--- config.mk ---
export PLATFORM = sky130hd
export DESIGN_NAME = command_parse_and_encapsulate_cfu_bank
export DESIGN_NICKNAME = d
export VERILOG_FILES = /design/src/rtl/cfu_cfg_pkg.sv /design/src/rtl/cfu_shadow_commit.sv /design/src/rtl/command_parse_and_encapsulate_cfu_bank.sv
export SDC_FILE = /design/constraint.sdc
export NUM_CORES = 1
export LEC_CHECK = 0
export BUFFER_PORTS_ARGS = -buffer_cell sky130_fd_sc_hd__buf_4
export CAP_MARGIN = 30
export CORE_MARGIN = 1.5
export CORE_UTILIZATION = 45
export CTS_BUF_LIST = sky130_fd_sc_hd__clkbuf_8
export CTS_CLUSTER_DIAMETER = 200
export DETAILED_ROUTE_END_ITERATION = 16
export PLACE_DENSITY = 0.67
export SLEW_MARGIN = 20
export SYNTH_ARGS = -nofsm -noshare
export SYNTH_HDL_FRONTEND = slang
export SYNTH_SLANG_ARGS = --single-unit
export TNS_END_PERCENT = 5
--- constraint.sdc ---
create_clock -name i_clk -period 2.8 [get_ports i_clk]
set_input_delay 0.56 -clock i_clk [delete_from_list [all_inputs] [get_ports i_clk]]
set_output_delay 0.56 -clock i_clk [all_outputs]
set_load 0.05 [all_outputs]
--- src/rtl/cfu_cfg_pkg.sv ---
// cfu_cfg_pkg: shared constants and types for the correctionfield-update
// configuration bank.
//   - register-space offsets of CTRL and ERRCNT as functions of NUM_REG
//   - CTRL bit positions, ERRCNT width
//   - read-response record layout and widths
package cfu_cfg_pkg;

  localparam int ADDR_W   = 19;
  localparam int DATA_W   = 32;
  localparam int ERRCNT_W = 16;

  // CTRL: writing 1 to COMMIT requests a shadow->active transfer;
  // reads return the pending flag at PENDING.
  localparam int CTRL_COMMIT_BIT  = 0;
  localparam int CTRL_PENDING_BIT = 1;

  localparam int RESP_W = 1 + ADDR_W + 1 + DATA_W;

  typedef struct packed {
    logic              wr;
    logic [ADDR_W-1:0] addr;
    logic              fixed;
    logic [DATA_W-1:0] data;
  } resp_t;

  function automatic int ctrl_idx(input int num_reg);
    return num_reg;
  endfunction

  function automatic int errcnt_idx(input int num_reg);
    return num_reg + 1;
  endfunction

  // Width of a shadow-register index; at least one bit.
  function automatic int idx_w(input int num_reg);
    return (num_reg > 1) ? $clog2(num_reg) : 1;
  endfunction

endpackage

--- src/rtl/cfu_shadow_commit.sv ---
// cfu_shadow_commit: shadow and active register arrays plus the commit
// handshake. Shadow registers are written by the bus; active registers load
// from all shadows at once when a commit is pending and the port is idle.
// Ports:
//   i_clk, i_rst_n    clock, async active-low reset
//   i_wr_en           shadow write enable
//   iv_wr_idx         shadow register being written
//   iv_wdata          write data
//   i_commit_req      request a commit (ignored while one is pending)
//   i_port_idle       no frame in flight
//   ov_shadow         shadow registers, flattened
//   ov_active         active registers, flattened
//   o_pending         commit requested but not yet performed
//   o_cfg_update      one-cycle pulse, coincident with the active load
module cfu_shadow_commit
  import cfu_cfg_pkg::*;
#(
  parameter int                       NUM_REG = 4,
  parameter logic [32*NUM_REG-1:0]    RST_VAL = {NUM_REG{32'h0}}
) (
  input  logic                        i_clk,
  input  logic                        i_rst_n,
  input  logic                        i_wr_en,
  input  logic [idx_w(NUM_REG)-1:0]   iv_wr_idx,
  input  logic [DATA_W-1:0]           iv_wdata,
  input  logic                        i_commit_req,
  input  logic                        i_port_idle,
  output logic [DATA_W*NUM_REG-1:0]   ov_shadow,
  output logic [DATA_W*NUM_REG-1:0]   ov_active,
  output logic                        o_pending,
  output logic                        o_cfg_update
);

  localparam int IDX_W = idx_w(NUM_REG);

  logic [DATA_W-1:0] shadow_q [NUM_REG];
  logic [DATA_W-1:0] active_q [NUM_REG];
  logic              pending_q, pending_d;
  logic              cfg_update_q, cfg_update_d;
  logic              commit;

  assign commit = pending_q & i_port_idle;

  // A request arriving while pending is already set is absorbed; on the
  // commit cycle pending clears and is not re-armed by a same-cycle request.
  always_comb begin
    pending_d    = pending_q;
    cfg_update_d = 1'b0;
    if (commit) begin
      pending_d    = 1'b0;
      cfg_update_d = 1'b1;
    end else if (i_commit_req) begin
      pending_d = 1'b1;
    end
  end

  always_ff @(posedge i_clk or negedge i_rst_n) begin
    if (!i_rst_n) begin
      for (int i = 0; i < NUM_REG; i++) begin
        shadow_q[i] <= RST_VAL[i*DATA_W +: DATA_W];
        active_q[i] <= RST_VAL[i*DATA_W +: DATA_W];
      end
      pending_q    <= 1'b0;
      cfg_update_q <= 1'b0;
    end else begin
      // Active loads the pre-edge shadow, so a same-cycle shadow write
      // stays in shadow only.
      for (int i = 0; i < NUM_REG; i++) begin
        if (i_wr_en && (iv_wr_idx == IDX_W'(i))) shadow_q[i] <= iv_wdata;
        if (commit) active_q[i] <= shadow_q[i];
      end
      pending_q    <= pending_d;
      cfg_update_q <= cfg_update_d;
    end
  end

  for (genvar g = 0; g < NUM_REG; g++) begin : g_flat
    assign ov_shadow[g*DATA_W +: DATA_W] = shadow_q[g];
    assign ov_active[g*DATA_W +: DATA_W] = active_q[g];
  end

  assign o_pending    = pending_q;
  assign o_cfg_update = cfg_update_q;

endmodule

--- src/rtl/command_parse_and_encapsulate_cfu_bank.sv ---
// command_parse_and_encapsulate_cfu_bank: configuration register bank for
// the correctionfield-update path. Decodes fixed-space local-bus accesses
// into NUM_REG shadow registers, a CTRL register (commit request / pending)
// and an ERRCNT register (saturating malformed-access counter), and returns
// read responses one cycle later on the same bus encoding.
// Ports:
//   i_clk, i_rst_n                 clock, async active-low reset
//   iv_addr, i_addr_fixed          access address and fixed-space flag
//   iv_wdata, i_wr, i_rd           write data and single-cycle strobes
//   i_port_idle                    no frame in flight (commit allowed)
//   o_wr, ov_addr, o_addr_fixed,
//   ov_rdata                       read response
//   ov_cfg                         active registers, flattened
//   o_tsn_or_tte                   bit 0 of register 0
//   o_cfg_update                   pulse when active registers load
module command_parse_and_encapsulate_cfu_bank
  import cfu_cfg_pkg::*;
#(
  parameter int                    NUM_REG   = 4,
  parameter logic [18:0]           BASE_ADDR = 19'h0,
  parameter logic [32*NUM_REG-1:0] RST_VAL   = {NUM_REG{32'h0}}
) (
  input  logic                     i_clk,
  input  logic                     i_rst_n,
  input  logic [18:0]              iv_addr,
  input  logic                     i_addr_fixed,
  input  logic [31:0]              iv_wdata,
  input  logic                     i_wr,
  input  logic                     i_rd,
  input  logic                     i_port_idle,
  output logic                     o_wr,
  output logic [18:0]              ov_addr,
  output logic                     o_addr_fixed,
  output logic [31:0]              ov_rdata,
  output logic [32*NUM_REG-1:0]    ov_cfg,
  output logic                     o_tsn_or_tte,
  output logic                     o_cfg_update
);

  localparam int                IDX_W    = idx_w(NUM_REG);
  localparam logic [ADDR_W-1:0] CTRL_OFS = ADDR_W'(ctrl_idx(NUM_REG));
  localparam logic [ADDR_W-1:0] ERR_OFS  = ADDR_W'(errcnt_idx(NUM_REG));

  function automatic logic [ERRCNT_W-1:0] sat_inc(input logic [ERRCNT_W-1:0] v);
    return (v == {ERRCNT_W{1'b1}}) ? v : v + 1'b1;
  endfunction

  logic [ADDR_W-1:0]         idx;
  logic                      hit, sel_reg, sel_ctrl, sel_err;
  logic                      rd_ok, err_event, err_clr;
  logic [DATA_W*NUM_REG-1:0] shadow;
  logic                      pending;
  logic [DATA_W-1:0]         rdata_mux;
  logic [ERRCNT_W-1:0]       err_cnt_q, err_cnt_d;
  resp_t                     resp_q, resp_d;

  // Addresses below BASE_ADDR wrap to a large offset and miss.
  assign idx      = iv_addr - BASE_ADDR;
  assign hit      = i_addr_fixed & (idx <= ERR_OFS);
  assign sel_reg  = hit & (idx < CTRL_OFS);
  assign sel_ctrl = hit & (idx == CTRL_OFS);
  assign sel_err  = hit & (idx == ERR_OFS);

  // Simultaneous write+read: the write proceeds, the read is dropped.
  assign rd_ok     = i_rd & ~i_wr & hit;
  assign err_event = (i_wr & i_rd) | ((i_wr | i_rd) & ~hit);
  assign err_clr   = i_wr & sel_err;

  cfu_shadow_commit #(
    .NUM_REG (NUM_REG),
    .RST_VAL (RST_VAL)
  ) u_shadow_commit (
    .i_clk        (i_clk),
    .i_rst_n      (i_rst_n),
    .i_wr_en      (i_wr & sel_reg),
    .iv_wr_idx    (idx[IDX_W-1:0]),
    .iv_wdata     (iv_wdata),
    .i_commit_req (i_wr & sel_ctrl & iv_wdata[CTRL_COMMIT_BIT]),
    .i_port_idle  (i_port_idle),
    .ov_shadow    (shadow),
    .ov_active    (ov_cfg),
    .o_pending    (pending),
    .o_cfg_update (o_cfg_update)
  );

  always_comb begin
    rdata_mux = '0;
    if (sel_reg) begin
      for (int i = 0; i < NUM_REG; i++)
        if (idx == ADDR_W'(i)) rdata_mux = shadow[i*DATA_W +: DATA_W];
    end else if (sel_ctrl) begin
      rdata_mux[CTRL_PENDING_BIT] = pending;
    end else if (sel_err) begin
      rdata_mux[ERRCNT_W-1:0] = err_cnt_q;
    end
  end

  always_comb begin
    resp_d = '0;
    if (rd_ok) begin
      resp_d.wr    = 1'b1;
      resp_d.addr  = iv_addr;
      resp_d.fixed = 1'b1;
      resp_d.data  = rdata_mux;
    end
  end

  // A clear beats an error event in the same cycle.
  always_comb begin
    err_cnt_d = err_cnt_q;
    if (err_clr)        err_cnt_d = '0;
    else if (err_event) err_cnt_d = sat_inc(err_cnt_q);
  end

  always_ff @(posedge i_clk or negedge i_rst_n) begin
    if (!i_rst_n) begin
      resp_q    <= '0;
      err_cnt_q <= '0;
    end else begin
      resp_q    <= resp_d;
      err_cnt_q <= err_cnt_d;
    end
  end

  assign o_wr         = resp_q.wr;
  assign ov_addr      = resp_q.addr;
  assign o_addr_fixed = resp_q.fixed;
  assign ov_rdata     = resp_q.data;
  assign o_tsn_or_tte = ov_cfg[0];

endmodule

## Word level (Yosys, flattened, before mapping)

Index checks and enable logic that the tools add are counted.

- $add $sub $neg: 1
- Order comparisons: 2
- Equal/unequal tests: 10
- Mux-type cells: 17
- Bitwise gates (word level): 17
- Reductions and logical operators: 9

Operators with widths:

| operator | number |
|---|---|
| $mux W32 | 4 |
| $mux W16 | 6 |
| $mux W53 | 1 |
| $eq A19 B2 Y1 const B | 2 |
| $eq A19 B3 Y1 const B | 2 |
| $eq A19 B1 Y1 const B | 1 |
| $le A19 B3 Y1 const B | 1 |
| $logic_not A19 Y1 | 1 |
| $lt A19 B3 Y1 const B | 1 |
| $add A16 B1 Y16 const B | 1 |
| $eq A16 B16 Y1 const B | 1 |
| $mux W14 | 1 |
| $and A1 B1 Y1 | 13 |
| $mux W1 | 5 |
| $eq A2 B2 Y1 const B | 2 |
| $logic_and A1 B1 Y1 | 4 |
| $reduce_bool A2 Y1 | 2 |
| $eq A2 B1 Y1 const B | 1 |
| $logic_not A2 Y1 | 1 |
| $ne A2 B2 Y1 const B | 1 |
| $not A1 Y1 | 2 |
| $or A1 B1 Y1 | 2 |
| $reduce_and A2 Y1 | 1 |

- Bits in registers: 327
- Bits of input ports: 57
- Output and inout bits: 183
- Logic and storage cells: 71

## Longest topological paths before layout

Gate-level depths: netlist of the first run.

- Depth after elaboration: 7
- Depth in mapped cells: 8
- Mapped depth without buffers: 6

## Cells and area by module

From an unflattened synthesis of the first run, not the netlist that was laid out.

- Cell total of the unflattened synthesis: 931
- Area total of the unflattened synthesis: 13275.2 sq um

By module, submodules not included:

| module | instances | cells an instance | area each (sq um) | seq. area each (sq um) |
|---|---|---|---|---|
| cfu_shadow_commit | 1 | 547 | 9535.4 | 6456.2 |
| command_parse_and_encapsulate_cfu_bank | 1 | 384 | 3739.8 | 1701.6 |

## Least setup slack after synthesis of the first run

Ideal clock, no wire load.

- Path kind: in2reg
- From: input port iv_addr[14]
- To: register u_shadow_commit.shadow_q (netlist bit u_shadow_commit.ov_shadow[65])
- Library setup time: 128 ps
- Arrival time: 2124 ps
- Data required time: 2672 ps
- Slack: 548 ps
- Cell stages on the path: 6
- Path buffers: 1
- Path through: nor4_2 nand3_2 nor2_1 nor4b_4 buf_4 mux2_1

- Word-level cells in the longest chain between the ends: 5
- Elaborated cells on any way between the ends: 6
- Classes of those cells: 2 x order compare; 3 x bitwise; 1 x reduce/logical

Ends and longest elaborated chain:

| item | line | text |
|---|---|---|
| from (decl) | command_parse_and_encapsulate_cfu_bank.sv:25 | `input logic [18:0] iv_addr,` |
| $le A19 B3 Y1 | command_parse_and_encapsulate_cfu_bank.sv:59 | `assign hit = i_addr_fixed & (idx <= ERR_OFS);` |
| $and A1 B1 Y1 | command_parse_and_encapsulate_cfu_bank.sv:59 |  |
| $and A1 B1 Y1 * | command_parse_and_encapsulate_cfu_bank.sv:60 | `assign sel_reg = hit & (idx < CTRL_OFS);` |
| $and A1 B1 Y1 * | command_parse_and_encapsulate_cfu_bank.sv:75 | `.i_wr_en (i_wr & sel_reg),` |
| $logic_and A1 B1 Y1 * | cfu_shadow_commit.sv:69 | `if (i_wr_en && (iv_wr_idx == IDX_W'(i))) shadow_q[i] <= iv_wdata;` |
| to (signal, indexed assignment) | cfu_shadow_commit.sv:60 | `shadow_q[i] <= RST_VAL[i*DATA_W +: DATA_W];` |
| to (signal, indexed assignment) | cfu_shadow_commit.sv:69 |  |
| to (decl) | cfu_shadow_commit.sv:36 | `logic [DATA_W-1:0] shadow_q [NUM_REG];` |

Every way passes the cells marked *; elsewhere a longest branch is shown, timed or not.
A chain may end at the register's enable or synchronous reset.

## Worst setup path in the final report of the first run

- From: register err_cnt_q[0]
- To: register err_cnt_q[7]

- Word-level cells in the longest chain between the ends: 4
- Elaborated cells on any way between the ends: 7
- Classes of those cells: 1 x add/sub; 2 x eq/ne; 3 x mux; 1 x reduce/logical

Ends and longest elaborated chain:

| item | line | text |
|---|---|---|
| from (decl) | command_parse_and_encapsulate_cfu_bank.sv:54 | `logic [ERRCNT_W-1:0] err_cnt_q, err_cnt_d;` |
| from (signal assigned) | command_parse_and_encapsulate_cfu_bank.sv:121 | `err_cnt_q <= err_cnt_d;` |
| $add A16 B1 Y16 | command_parse_and_encapsulate_cfu_bank.sv:45 | `return (v == {ERRCNT_W{1'b1}}) ? v : v + 1'b1;` |
| $mux W16 | command_parse_and_encapsulate_cfu_bank.sv:45 |  |
| $mux W16 | command_parse_and_encapsulate_cfu_bank.sv:112 | `else if (err_event) err_cnt_d = sat_inc(err_cnt_q);` |
| $mux W16 | command_parse_and_encapsulate_cfu_bank.sv:111 | `if (err_clr) err_cnt_d = '0;` |

Parallel ways exist; a longest one is shown, timed or not. The select of a mux whose other input is x is not followed.

==> results of run 1 <==
## sequential cells by signal, summed over array words and instances (netlist names)
| name | cells |
|---|---|
| o_addr_fixed | 1 |
| ov_rdata | 32 |
| u_shadow_commit.o_cfg_update | 1 |
| u_shadow_commit.o_pending | 1 |
| ov_addr | 19 |
| err_cnt_q | 16 |
| u_shadow_commit.ov_active | 128 |
| u_shadow_commit.ov_shadow | 128 |
## report_power, final
| group | leakage, nW | internal, W | switching (W) |
|---|---|---|---|
| Sequential | 4.51 | 0.00477 | 0.0000634 |
| Clock | 0.624 | 0.00237 | 0.00184 |
| Combinational | 3.72 | 0.000162 | 0.000282 |
| Total | 8.85 | 0.00731 | 0.00219 |
## cell type report
type,instances,area [um^2],share of cell area
clock buffers,72,991,0.0593
repair buffers,275,2190,0.131
diodes,1,2.50,0.000150
flip-flops and latches,326,8160,0.488
multi-input cells,490,4760,0.285
inverters,5,18.8,0.00112
clock inverters,21,125,0.00748
well taps,384,480,0.0287
## critical path: stages, from the launching register on
cell and delay [ps]:
dfrtp_1 420, ha_1 220, and3_1 190, nand3_1 130
o32ai_2 100, buf_4 200, or4_1 520, a21oi_1 160
## worst paths after layout
path | from | to | slack [ps]
setup / recovery | err_cnt_q[0] | err_cnt_q[7] | 790
hold / removal | i_port_idle | u_shadow_commit.o_pending | 200
setup reg to reg | err_cnt_q[0] | err_cnt_q[7] | 790
hold reg to reg | u_shadow_commit.ov_active[61] | u_shadow_commit.ov_active[61] | 510
max in group asynchronous | i_rst_n | ov_addr[0] | 1410
min in group asynchronous | i_rst_n | u_shadow_commit.ov_shadow[12] | 540
## cell families (layout without fill, tap and decap cells)
kind of cell             count (synthesis)  count (layout)  synth area share
AO/OA/AOI/OAI                           53              53            0.0333
multiplexers                           298             298             0.267
buffers and inverters                   58             373            0.0202
AND/OR/NAND/NOR                        122             122            0.0557
flip-flops                             326             326             0.622
other                                    1              17          0.000286
adder cells (fa/ha/maj)                  1               1          0.000954
## routing by layer
layer	routed length [um]	up-vias
li1	-	3700
met1	13800	4243
met2	14800	255
met3	2370	58
met4	750	0
met5	0	-
## through the flow
step,total power (W),utilization,hold WS (ps),area (um^2),worst slack [ps]
after CTS,0.00962,0.582,175,16700,784
after detailed placement,0.00537,0.543,494,15600,242
after global placement,0.00535,0.543,489,15600,285
final,0.00949,0.583,195,16700,788
after global routing,0.00990,0.583,187,16700,633
after floorplan,0.00509,-,264,13200,548
## Yosys cell counts, drive strengths merged, types with 2 or more instances
master / number
o21ai: 2
nor4: 8
o31ai: 5
nand2: 18
mux2: 256
nor3: 7
buf: 29
mux2i: 26
a21oi: 8
clkbuf: 24
inv: 5
mux4: 16
nand3: 16
o32a: 2
nor2: 18
and2: 5
or4: 5
o2bb2ai: 16
a221oi: 16
nor2b: 18
nand4: 3
dfrtp: 326
nand2b: 9
and3: 12
o32ai: 3
## repair_timing
item | in CTS | in global routing
buffers inserted | 0 | 0
hold buffers | 1 | 0
hold endpoints to repair | 62 | 0
==> flow_summary.json, run 1 <==
{
  "status": "complete, no violations",
  "synth_area_mm2": 0.0131,
  "ys.flop_type": "dfrtp_1",
  "syn2layout_area_growth_pct": 27.5,
  "drv_slew": 0,
  "clk_pin_slew_worst_paths_ps": 60,
  "worst_pin_slew_ps": 586,
  "post_cts_resized": 0,
  "grt.busiest_layer": "met2",
  "vias": 8256,
  "cp.required_ps": 3300,
  "cts_buffer_depth": 3,
  "grt_use_total": 0.215,
  "skew_ps": 23.0,
  "use_met1": 0.286,
  "cts_tree": "done",
  "grt_max_degree": 74,
  "min_period_over_period": 0.719,
  "reg2regPathDepth": 7,
  "max_freq_ghz": 0.497,
  "end_kind": "flip-flop",
  "grt_pass1_vias": 8806,
  "ys.warnings.count": 0,
  "fin_setup_tns_ps": 0,
  "routedWlPerCell_um": 20.2,
  "p_per_area_mw_per_mm2": 568,
  "final_cell_count_no_fill": 1574,
  "antenna_found_initial": 1,
  "synth_top_area_share": 0.622,
  "synth.yosys.seq_area_share": 0.622,
  "root_buffer": "clkbuf_8",
  "yosys.cell_types.count": 40,
  "peakVddDrop_v": 0.000392,
  "drive_gt1_frac": 0.432,
  "max-cap-violations": 0,
  "final_common_cell": "dfrtp_1",
  "crit_path_start_kind": "flip-flop",
  "drt-initial-drc-count": 402,
  "critPathMaxFanout": 18,
  "dieArea_mm2": 0.0302,
  "initial_utilization": 0.457,
  "ant_nets": 0,
  "die_height_um": 174,
  "port-buffer-count": 239,
  "ys_ff_latch": 326,
  "vias_per_cell": 5.25,
  "syn_inst": 859,
  "cts.sinks": 326,
  "core_mm2": 0.0287,
  "htreeDepth": 2,
  "dr.pass1.iters": 4,
  "final_nets": 1209,
  "hold_viol_final": 0,
  "dp_hpwl_mm": 21.1,
  "die_w_um": 174,
  "wirelength_mm": 31.7,
  "cp.arrival_ps": 2510,
  "use_met3": 0.0625,
  "synth_area_leaders": "dfrtp_1 62%, mux2_1 11%, mux2_2 11%, mux4_2 2.7%, mux2i_1 2.0%",
  "layout_common_cells": "326 x dfrtp_1, 264 x buf_4, 128 x mux2_2, 128 x mux2_1, 72 x clkbuf_8",
  "rsz0062_at_grt": "false",
  "fill_cells": 2419,
  "finalCriticalPeriod_ps": 2010,
  "relSlewSlack": 0.609,
  "gp_congestion": 0.817,
  "synth_edf_count": 0,
  "async_reset_ff_frac": 1.00,
  "worstSetupPathType": "reg -> reg",
  "clkLatencyLatePin_ps": 590,
  "syn_avg_cell_area_um2": 15.3,
  "io_pins": 240,
  "dp_cells": 1479,
  "hold_path.class": "in -> reg",
  "setup_viol": 0,
  "leakagePower_nw": 8.85,
  "hold_depth": 2,
  "drc": 0,
  "post-synth-top-area-cell": "dfrtp_1",
  "rows": 62,
  "gr-usage-met2": 0.341,
  "grt_pass1_wl_mm": 50.5,
  "grt_overflow": 0,
  "numCtsBuffers": 53
}
(Power assumes the default switching activity.)
==> inputs of run 2 (changes only) <==
==> constraint.sdc (replaced) <==
create_clock -name i_clk -period 2.03 [get_ports i_clk]
set_input_delay 0.406 -clock i_clk [delete_from_list [all_inputs] [get_ports i_clk]]
set_output_delay 0.406 -clock i_clk [all_outputs]
set_load 0.05 [all_outputs]
==> run 2 against run 1 <==
Net effect:
- combinational power grew 66%
- non-clock buffer count grew 25
- design area grew 2.0%
- wire length shrank 0.50%
- maximum frequency grew 5.6%
- clock-buffer cell count shrank 3
- register-to-register slack lost 660 ps
- utilization grew 1.2 points
- first-iteration DRC count shrank 16%
- critical path type unchanged
- largest power group unchanged
==> flow_summary.json, run 2 (same netlist as run 1, synthesis figures left out) <==
{
  "status": "complete, no violations",
  "drc": 0,
  "rows": 62,
  "dr.pass1.iters": 4,
  "fill_cells": 2377,
  "vias_per_cell": 5.21,
  "grt_pass1_wl_mm": 51.0,
  "htreeDepth": 2,
  "peakVddDrop_v": 0.000603,
  "hold_depth": 2,
  "rsz0062_at_grt": "false",
  "p_sw_w": 0.00303,
  "die_w_um": 174,
  "crit_path_start_kind": "flip-flop",
  "crit_cells": 7,
  "layout_common_cells": "326 x dfrtp_1, 278 x buf_4, 128 x mux2_2, 128 x mux2_1, 69 x clkbuf_8",
  "vias": 8330,
  "numCtsBuffers": 53,
  "slowest_delay_ps": 500,
  "p_int_w": 0.0100,
  "cts_buffer_depth": 3,
  "p_comb_frac": 0.056,
  "hold_viol_final": 0,
  "reg2regPathDepth": 7,
  "total_power_w": 0.0131,
  "drt-initial-drc-count": 338,
  "setup_viol": 0,
  "leakagePower_nw": 9.02,
  "skew_ps": 20.2,
  "end_kind": "flip-flop",
  "swShare": 0.232,
  "critPathMaxFanout": 18,
  "dieArea_mm2": 0.0302,
  "min_period_over_period": 0.939,
  "grt_overflow": 0,
  "diodes": 0,
  "root_buffer": "clkbuf_8",
  "relSlewSlack": 0.566,
  "cp.required_ps": 2530,
  "clkLatencyLatePin_ps": 570,
  "port-buffer-count": 239,
  "max_freq_ghz": 0.525,
  "cts_tree": "done",
  "dp_hpwl_mm": 22.0,
  "routedWlPerCell_um": 19.8,
  "grt_pass1_vias": 8857,
  "drv_slew": 0,
  "place_area_mm2": 0.0160,
  "crit_path_top_delay_cell": "or4_1",
  "worst_pin_slew_ps": 651,
  "cp_cell_sequence": "ha_1, and3_1, nand3_1, o32ai_2, buf_12, or4_1, a21oi_1",
  "cp.arrival_ps": 2410,
  "max-cap-violations": 0,
  "die_height_um": 174,
  "io_pins": 240,
  "p_seq_frac": 0.508,
  "p_clk_frac": 0.436,
  "initial_utilization": 0.457,
  "syn2layout_area_growth_pct": 30.1,
  "antenna_found_initial": 0,
  "ant_nets": 0,
  "gp_congestion": 0.829,
  "final_common_cell": "dfrtp_1",
  "fin_setup_tns_ps": 0,
  "hold_path.class": "in -> reg",
  "path_buf_inv": 1,
  "core_mm2": 0.0287,
  "cts.sinks": 326,
  "cpLargestDelayFamily": "simple AND/OR/NAND/NOR gates",
  "drive_gt1_frac": 0.444,
  "grt_max_degree": 61,
  "whs_ps": 66.6,
  "stdcell_area_mm2": 0.0171,
  "finalCriticalPeriod_ps": 1910,
  "wirelength_mm": 31.6,
  "clk_pin_slew_worst_paths_ps": 60,
  "p_per_area_mw_per_mm2": 765,
  "worstSetupPathType": "reg -> reg",
  "final_nets": 1234,
  "grt_use_total": 0.217
}
[run 2: worst reg2reg max path: stages (launching register included)]
cell	delay, ps
dfrtp_1	390
ha_1	210
and3_1	190
nand3_1	120
o32ai_2	110
buf_12	160
or4_1	500
a21oi_1	150
[run 2: final timing paths]
| check | from | to | slack [ps] |
|---|---|---|---|
| min | i_port_idle | u_shadow_commit.o_pending | 70 |
| max | err_cnt_q[0] | err_cnt_q[7] | 120 |
| max in group asynchronous | i_rst_n | u_shadow_commit.ov_shadow[61] | 960 |
| min reg2reg | u_shadow_commit.ov_active[53] | u_shadow_commit.ov_active[53] | 510 |
| min in group asynchronous | i_rst_n | u_shadow_commit.ov_active[107] | 400 |
| max reg2reg | err_cnt_q[0] | err_cnt_q[7] | 120 |
[run 2: repair_timing]
action | CTS | global route
setup endpoints to repair | 0 | 1
hold buffers | 1 | 0
hold endpoints to repair | 47 | 0
buffers inserted | 0 | 0
resized for setup | 0 | 1
[run 2: final cells by class]
cell class | count | area (um^2) | area share
multi-input cells | 490 | 4810 | 0.282
inverters | 5 | 18.8 | 0.00110
flip-flops and latches | 326 | 8160 | 0.478
clock buffers | 69 | 950 | 0.0557
repair buffers | 300 | 2510 | 0.147
well taps | 384 | 480 | 0.0282
clock inverters | 25 | 135 | 0.00792
[run 2: metal layers]
metal	share of wire	vias up	global-route usage
met5	0	-	0
met4	0.021	0	0.0668
met3	0.064	43	0.0575
met2	0.47	240	0.337
met1	0.45	4297	0.298
li1	-	3750	-
[run 2: through the flow]
stage          instances   util  worst slack [ps]
6_report            1599  0.594               124
5_1_grt             1599  0.594              9.32
4_1_cts             1599  0.594               111
3_5_place_dp        1504  0.556              -243
3_3_place_gp        1504  0.556              -217
2_1_floorplan        874      -             -7.85
[run 2: power groups by stage]
stage               combinational, W  sequential [W]  clock, W
floorplan                   0.000223         0.00680         0
global placement            0.000737         0.00675         0
detailed placement          0.000745         0.00675         0
CTS                         0.000749         0.00663   0.00587
global route                0.000819         0.00664   0.00617
finish                      0.000737         0.00663   0.00569
